--- src/rtl/program_counter.sv ---
// -----------------------------------------------------------------------------
// program_counter
//   Registered program counter. Each cycle it selects the next PC from
//   {0, jump target, PC+1, hold, return address}. The output drives the
//   instruction ROM address.
//
//   Optional feature macro: PC_CALL_STACK_EN
//     defined   : return-address stack of DEPTH entries, call/ret handling and
//                 sticky overflow/underflow flags are built.
//     undefined : no stack storage; call/ret are ignored and overflow/underflow
//                 are tied to 0. The port list is the same in both builds.
//
// Parameters
//   WIDTH  PC / address width in bits
//   DEPTH  return-address stack entries (power of 2, >= 2)
//
// Ports
//   clk        in   1      clock, rising edge
//   reset      in   1      synchronous, active-high reset
//   in         in   WIDTH  jump / call target
//   load       in   1      jump: out <= in
//   inc        in   1      advance: out <= out + 1
//   call       in   1      push out+1, out <= in (stack build only)
//   ret        in   1      out <= popped address (stack build only)
//   out        out  WIDTH  current PC (registered)
//   wrap       out  1      one-cycle pulse when inc wrapped all-ones to 0
//   overflow   out  1      sticky: call issued with stack full
//   underflow  out  1      sticky: ret issued with stack empty
// -----------------------------------------------------------------------------
module program_counter #(
  parameter int WIDTH = 16,
  parameter int DEPTH = 4
) (
  input  logic             clk,
  input  logic             reset,
  input  logic [WIDTH-1:0] in,
  input  logic             load,
  input  logic             inc,
  input  logic             call,
  input  logic             ret,
  output logic [WIDTH-1:0] out,
  output logic             wrap,
  output logic             overflow,
  output logic             underflow
);

  logic [WIDTH-1:0] out_d, out_q;
  logic             wrap_d, wrap_q;
  logic [WIDTH-1:0] pc_plus1;

  assign pc_plus1 = out_q + WIDTH'(1);

`ifdef PC_CALL_STACK_EN

  localparam int IDX_W = $clog2(DEPTH);
  localparam int SP_W  = IDX_W + 1;  // must represent 0..DEPTH inclusive

  logic [SP_W-1:0]  sp_d, sp_q;
  logic             overflow_d, overflow_q;
  logic             underflow_d, underflow_q;
  logic             push_en;
  logic [IDX_W-1:0] push_idx;
  logic [IDX_W-1:0] pop_idx;
  logic [WIDTH-1:0] mem [DEPTH];

  assign push_idx = sp_q[IDX_W-1:0];
  assign pop_idx  = IDX_W'(sp_q - SP_W'(1));

  always_comb begin
    // NOTE: every variable gets a default first, so no path leaves one
    // unassigned and no latch is inferred.
    out_d       = out_q;
    wrap_d      = 1'b0;
    sp_d        = sp_q;
    overflow_d  = overflow_q;
    underflow_d = underflow_q;
    push_en     = 1'b0;

    if (ret) begin
      // ret outranks call, so a simultaneous call is dropped entirely.
      if (sp_q != '0) begin
        out_d = mem[pop_idx];
        sp_d  = sp_q - SP_W'(1);
      end else begin
        underflow_d = 1'b1;
      end
    end else if (call) begin
      // The jump happens even when the push has to be dropped.
      out_d = in;
      if (sp_q != SP_W'(DEPTH)) begin
        push_en = 1'b1;
        sp_d    = sp_q + SP_W'(1);
      end else begin
        overflow_d = 1'b1;
      end
    end else if (load) begin
      out_d = in;
    end else if (inc) begin
      out_d  = pc_plus1;
      wrap_d = &out_q;
    end
  end

  // NOTE: sequential state uses non-blocking assignments so every flop
  // samples the pre-edge values of the others.
  always_ff @(posedge clk) begin
    if (reset) begin
      out_q       <= '0;
      wrap_q      <= 1'b0;
      sp_q        <= '0;
      overflow_q  <= 1'b0;
      underflow_q <= 1'b0;
    end else begin
      out_q       <= out_d;
      wrap_q      <= wrap_d;
      sp_q        <= sp_d;
      overflow_q  <= overflow_d;
      underflow_q <= underflow_d;
    end
  end

  // NOTE: stack storage is deliberately not reset; clearing sp makes every
  // entry unreachable, which is all a reset needs to guarantee.
  always_ff @(posedge clk) begin
    if (push_en && !reset) begin
      mem[push_idx] <= pc_plus1;
    end
  end

  assign overflow  = overflow_q;
  assign underflow = underflow_q;

`else

  // call/ret exist on the port list but have no function in this build.
  logic unused_stack_ports;
  assign unused_stack_ports = call ^ ret;

  always_comb begin
    out_d  = out_q;
    wrap_d = 1'b0;
    if (load) begin
      out_d = in;
    end else if (inc) begin
      out_d  = pc_plus1;
      wrap_d = &out_q;
    end
  end

  always_ff @(posedge clk) begin
    if (reset) begin
      out_q  <= '0;
      wrap_q <= 1'b0;
    end else begin
      out_q  <= out_d;
      wrap_q <= wrap_d;
    end
  end

  assign overflow  = 1'b0;
  assign underflow = 1'b0;

`endif

  assign out  = out_q;
  assign wrap = wrap_q;

endmodule

--- config.mk ---
export PLATFORM = sky130hd
export DESIGN_NAME = program_counter
export DESIGN_NICKNAME = d
export VERILOG_FILES = /design/src/rtl/program_counter.sv
export SDC_FILE = /design/constraint.sdc
export NUM_CORES = 1
export LEC_CHECK = 0
export ABC_AREA = 1
export BUFFER_PORTS_ARGS = -buffer_cell sky130_fd_sc_hd__clkbuf_2
export CORE_ASPECT_RATIO = 2
export CORE_MARGIN = 8
export CORE_UTILIZATION = 40
export CTS_CLUSTER_SIZE = 14
export DETAILED_ROUTE_END_ITERATION = 12
export GPL_ROUTABILITY_DRIVEN = 0
export PLACE_DENSITY_LB_ADDON = 0.08
export SLEW_MARGIN = 40
export SYNTH_ARGS = -nofsm -noshare
export SYNTH_HDL_FRONTEND = slang
export SYNTH_SLANG_ARGS = --single-unit
--- constraint.sdc ---
create_clock -name clk -period 3.62 [get_ports clk]
set_input_delay 0.905 -clock clk [delete_from_list [all_inputs] [get_ports clk]]
set_output_delay 0.905 -clock clk [all_outputs]
set_load 0.01 [all_outputs]
Word-level counts from Yosys, hierarchy flattened
Index checks and enable logic that the tools add are counted.
{ "word_totals": {"ram_bits": 0, "mem_count": 0, "ff_bits": 17, "word_cells": 9, "romBits": 0, "out_inout_bits": 19, "inputBits": 22, "latch_bits": 0} }
{ "op_classes": {"n_div": 0, "n_mux": 2, "n_eq_ne": 0, "bitwise_logic": 1, "shifts": 0, "multipliers": 0, "magnitude_cmp": 0, "n_reduce_logical": 3, "add_sub_neg": 1} }
{ "op_table": {"columns": ["operator", "n"], "rows": [
  ["16-bit 2-to-1 mux", 2],
  ["16-bit by 1-bit adder with 16-bit output (second input constant)", 1],
  ["16-bit AND reduction", 1],
  ["3-bit OR reduction", 1],
  ["2-bit nonzero test", 1],
  ["1-bit NOT", 1]
]} }

Longest topological paths before layout
{ "logic_depth": {"word_depth": 3, "ltp_mapped": 8, "ltp_nobuf": 8} }

Worst setup path after synthesis
No wires, ideal clock.
{ "synth_path": {"kind": "input-to-reg", "startpoint": "input load", "endpoint": "register out_q[13], in the netlist out[13]", "arrival_ns": 1.506, "setup_slack_ns": 1.982, "path_stages": 7, "setup_ns": 0.132, "required_ns": 3.488, "n_path_buf": 2, "path_cell_list": "buf_2 > inv_2 > nand2_1 > inv_2 > buf_6 > nand3_1 > a21oi_1"} }
{ "synth_via": {"elab_chain_cells": 1, "elab_cells_between_ends": 2, "cone_classes": "mux: 1; reduce/logical: 1"} }
{ "synth_rtl": {"columns": ["item", "line", "text"], "rows": [
  ["from (decl)", "37", "input logic load,"],
  ["16-bit 2-to-1 mux / 2-bit nonzero test (equally long branches)", null, null],
  ["to (signal assigned)", "155", "out_q <= out_d;"],
  ["to (decl)", "47", "logic [WIDTH-1:0] out_d, out_q;"]
]} }
Parallel ways exist; a longest one is shown, timed or not.
A chain may end at the register's enable or synchronous reset.

Worst setup path in the final report
{ "layout_path": {"startpoint": "input load", "endpoint": "register out_q[1], in the netlist out[1]"} }
The elaborated chain is that of the path after synthesis.

==> impl_summary.md <==
STA
Adding up every negative setup slack in the final design gives 0 ns. The hold violation count in the final report is 0. The relative slew slack is 0.6272. For the pin with the worst max-slew slack, the measured transition is 0.5586 ns. Timing would allow up to 542.1 MHz. The worst hold-check slack is 0.5584 ns. The worst path needs 1.845 ns of the cycle, external delays included. The worst clock skew on the final layout is 0.006015 ns. Setup repair after global routing left no endpoint under its margin. The number of pins exceeding their max-slew limit in the final report is 0. Dividing the final minimum period by the clock period gives 0.5096. Setup violations remaining at the end of the flow were counted as 0.

Yosys
The post-synthesis sequential element count is 17. The number of synthesis warnings is 0. The average footprint of a synthesized cell is 6.577 µm². The netlist uses 25 different library cells. The part of the Yosys area used for sequential elements is 0.3234.

The number of synthesized flops with an enable pin is 0. The most frequent cell after synthesis is sky130_fd_sc_hd__nand2_1. The cell taking the most area after synthesis is sky130_fd_sc_hd__dfxtp_1.

In the post-synthesis netlist, the biggest area contributors are sky130_fd_sc_hd__dfxtp_1, sky130_fd_sc_hd__nand2_1, sky130_fd_sc_hd__nand3_1. The number of instances in the synthesized netlist is 160. The share of synthesized area in the top cell type comes to 0.3234. Among all flip-flop cells after synthesis, the most frequent one is sky130_fd_sc_hd__dfxtp_1. In this run the cell area of the synthesized design comes to 0.001052 mm². The share of async-settable or async-resettable flops after synthesis is 0. Counting instances in the post-synthesis netlist gives the leading cell types as sky130_fd_sc_hd__nand2_1, sky130_fd_sc_hd__nand3_1, sky130_fd_sc_hd__dfxtp_1, sky130_fd_sc_hd__inv_1, sky130_fd_sc_hd__a21oi_1.

Floorplanning
The die boundary width is 52.27 µm. The die area is 0.004627 mm². The initial core utilization is 0.4147. The floorplan core area is 0.002537 mm².

The die is 88.54 µm tall. The number of top-level design ports is 41. The row count is 26.

Critical path
The path type of the worst setup path is primary input to flip-flop. The signal on the critical path passes through clkbuf_2, nor2_2, nand2_1, nand3_1, nand2_1, inv_1. STA puts the critical path data arrival time at 2.04 ns.

The largest single stage delay on the critical path is 0.54 ns. The sort of element at the end of the critical path is a flip-flop. STA classifies the critical path startpoint as a primary input.

The start point of the critical path is load. Data on the critical path is required at its endpoint by 3.82 ns. The reg-to-reg startpoint is out[0].

The family with the most delay on the worst path is simple AND/OR/NAND/NOR gates. Together, buffers and inverters on the worst path number 2. The cell with the largest stage delay on the worst path is sky130_fd_sc_hd__nor2_2.

The dominant cell type by count on the critical path is sky130_fd_sc_hd__nand2_1. The critical-path maximum fanout is 17.

Clock network
The post-CTS setup repair buffer count is 0. In this run the clock root is driven by a sky130_fd_sc_hd__clkbuf_8. The clock network latency to the later pin of the worst-skew pair is 0.25 ns. The longest clock path from root to sink contains 2 buffers. TritonCTS built the clock tree. The number of H-tree levels is 1. The post-cts resize count is 0.

After clock tree synthesis, the flow added hold-fix buffers numbering 0. The post-CTS clock slew at the launch and capture registers of the worst setup and hold paths is 0.07 ns. The clock net sink count is 17.

The CTS buffer count is 3.

Global route
For met1 alone, demand over resource in global routing was 0.1184. The initial antenna violation count came to 0. The aggregate global routing overflow is 0.

For this run, the total global-route usage over all layers was measured as 0.1381. The number of global-route vias before repair was 1189. The maximum number of pins on one net before global-route repair is 18. The first-pass GRT wire length is 5.023 mm.

The met2 capacity usage during global routing is 0.2758. The most crowded layer after global routing is met2. The global routing usage on met3 is 0.03199.

Detailed routing
The final route contains 1181 vias. The routed via count divided by cell count is 5.320. The number of optimization iterations in the first detailed-route pass is 4. After the first detailed-routing iteration, the DRC count stood at 19.

In the final routed layout, each cell accounts on average for 13.67 µm. The detail route stage leaves a number of antenna-violating nets equal to 0. The routed wire length is 3.035 mm.

The number of remaining DRC errors is 0.

Finish
The layout has 288 filler cells. The footprint of the flip-flops and latches is 340.3 µm². 0 antenna diodes ended up in the layout.

The area of the multi-input gates is 596.8 µm². For this run, the post-layout net count is 218. For this run, the share of the core covered by cells in the final layout is 0.5005. The fraction of layout instances using a drive strength above 1 is 0.2320. The layout overhead on the synthesized area is 20.69%.

Worst hold path
The origin of the worst min-delay path is out[15]. The class of the most critical hold timing path is flip-flop to flip-flop.

Place
Input and output buffers added on the ports amount to 36. Detailed placement ended at an HPWL of 2.412 mm.

Job
The tool flagged a number of max-cap violations equal to 0.

Outcome
The run finished with clean final reports.

Power and ir drop
The power density over the cells is 336.4 mW/mm². IR analysis of the VDD net gives a maximum drop of 0.2088 mV. The leakage dissipation is 0.6006 nW.

Overall power consumption after layout is estimated at 0.0004273 W.
==> metal layers <==
layer | up-vias | share of wire
met2 | 26 | 0.57
li1 | 597 | -
met4 | 0 | 0.018
met5 | - | 0
met1 | 552 | 0.35
met3 | 6 | 0.061
==> layout by cell type, fill, tap and decap left out <==
master	netlist	routed
sky130_fd_sc_hd__nand2_1	38	38
sky130_fd_sc_hd__clkbuf_8	0	3
sky130_fd_sc_hd__nor2_2	1	1
sky130_fd_sc_hd__dfxtp_1	17	17
sky130_fd_sc_hd__nand3_1	18	18
sky130_fd_sc_hd__nand4_1	3	3
sky130_fd_sc_hd__o21ai_1	1	1
sky130_fd_sc_hd__or2_2	1	1
sky130_fd_sc_hd__clkbuf_2	0	36
sky130_fd_sc_hd__clkinv_2	0	1
sky130_fd_sc_hd__o21bai_1	3	3
sky130_fd_sc_hd__inv_1	17	17
sky130_fd_sc_hd__inv_2	2	2
sky130_fd_sc_hd__nor2_4	1	1
sky130_fd_sc_hd__o21ai_0	5	5
sky130_fd_sc_hd__ha_1	1	1
sky130_fd_sc_hd__a31oi_1	1	1
sky130_fd_sc_hd__xnor2_1	1	1
sky130_fd_sc_hd__xor2_1	3	3
sky130_fd_sc_hd__a21oi_1	14	14
sky130_fd_sc_hd__nor3_1	2	2
sky130_fd_sc_hd__a22oi_1	11	11
sky130_fd_sc_hd__conb_1	1	2
sky130_fd_sc_hd__nor2_1	12	12
==> layout make-up <==
class                      instances  area share
timing repair buffer              36      0.1419
inverter                          19     0.05616
sequential                        17      0.2680
clock buffer                       3     0.03251
multi-input combinational        118      0.4699
clock inverter                     1    0.003941
tap                               28     0.02759
==> sequential cells by signal, indices dropped and copies added, names as in the netlist <==
name  cells
wrap      1
out      16
==> final timing paths <==
path / to / cells after the start / slack, ns
worst max register to register: out[10] / 8 / 2.22
worst min register to register: wrap / 2 / 0.56
worst max-delay path: out[1] / 6 / 1.78
worst min-delay path: wrap / 2 / 0.56
==> worst min-delay path, cell delays in order, from the launching register on <==
cell and delay (ns):
sky130_fd_sc_hd__dfxtp_1 0.36, sky130_fd_sc_hd__nand4_1 0.10, sky130_fd_sc_hd__nor3_1 0.06
==> cell families (layout without fill, tap and decap cells) <==
group           Yosys count  count (layout)  share of synthesized area
fa+ha+maj                 1               1                    0.01189
flops                    17              17                     0.3234
xor+xnor                  4               4                    0.03330
buf+inv                  26              59                     0.1130
compound gates           35              35                     0.2009
simple gates             76              76                     0.3139
other cells               1               2                   0.003564
==> stage by stage <==
stage,setup slack [ns],std cells,area [µm²]
2_1_floorplan,1.982,161,1056
3_3_place_gp,1.515,218,1224
3_5_place_dp,1.491,218,1224
4_1_cts,1.750,222,1270
5_1_grt,1.594,222,1270
6_report,1.775,222,1270
==> report_power, final <==
part / total [W] / switching, W / internal [W]
Combinational: 0.0000679 / 0.0000383 / 0.0000296
Sequential: 0.000214 / 0.0000161 / 0.000198
Clock: 0.000145 / 0.0000689 / 0.0000764
Total: 0.000427 / 0.000123 / 0.000304
(Power assumes the default switching activity.)
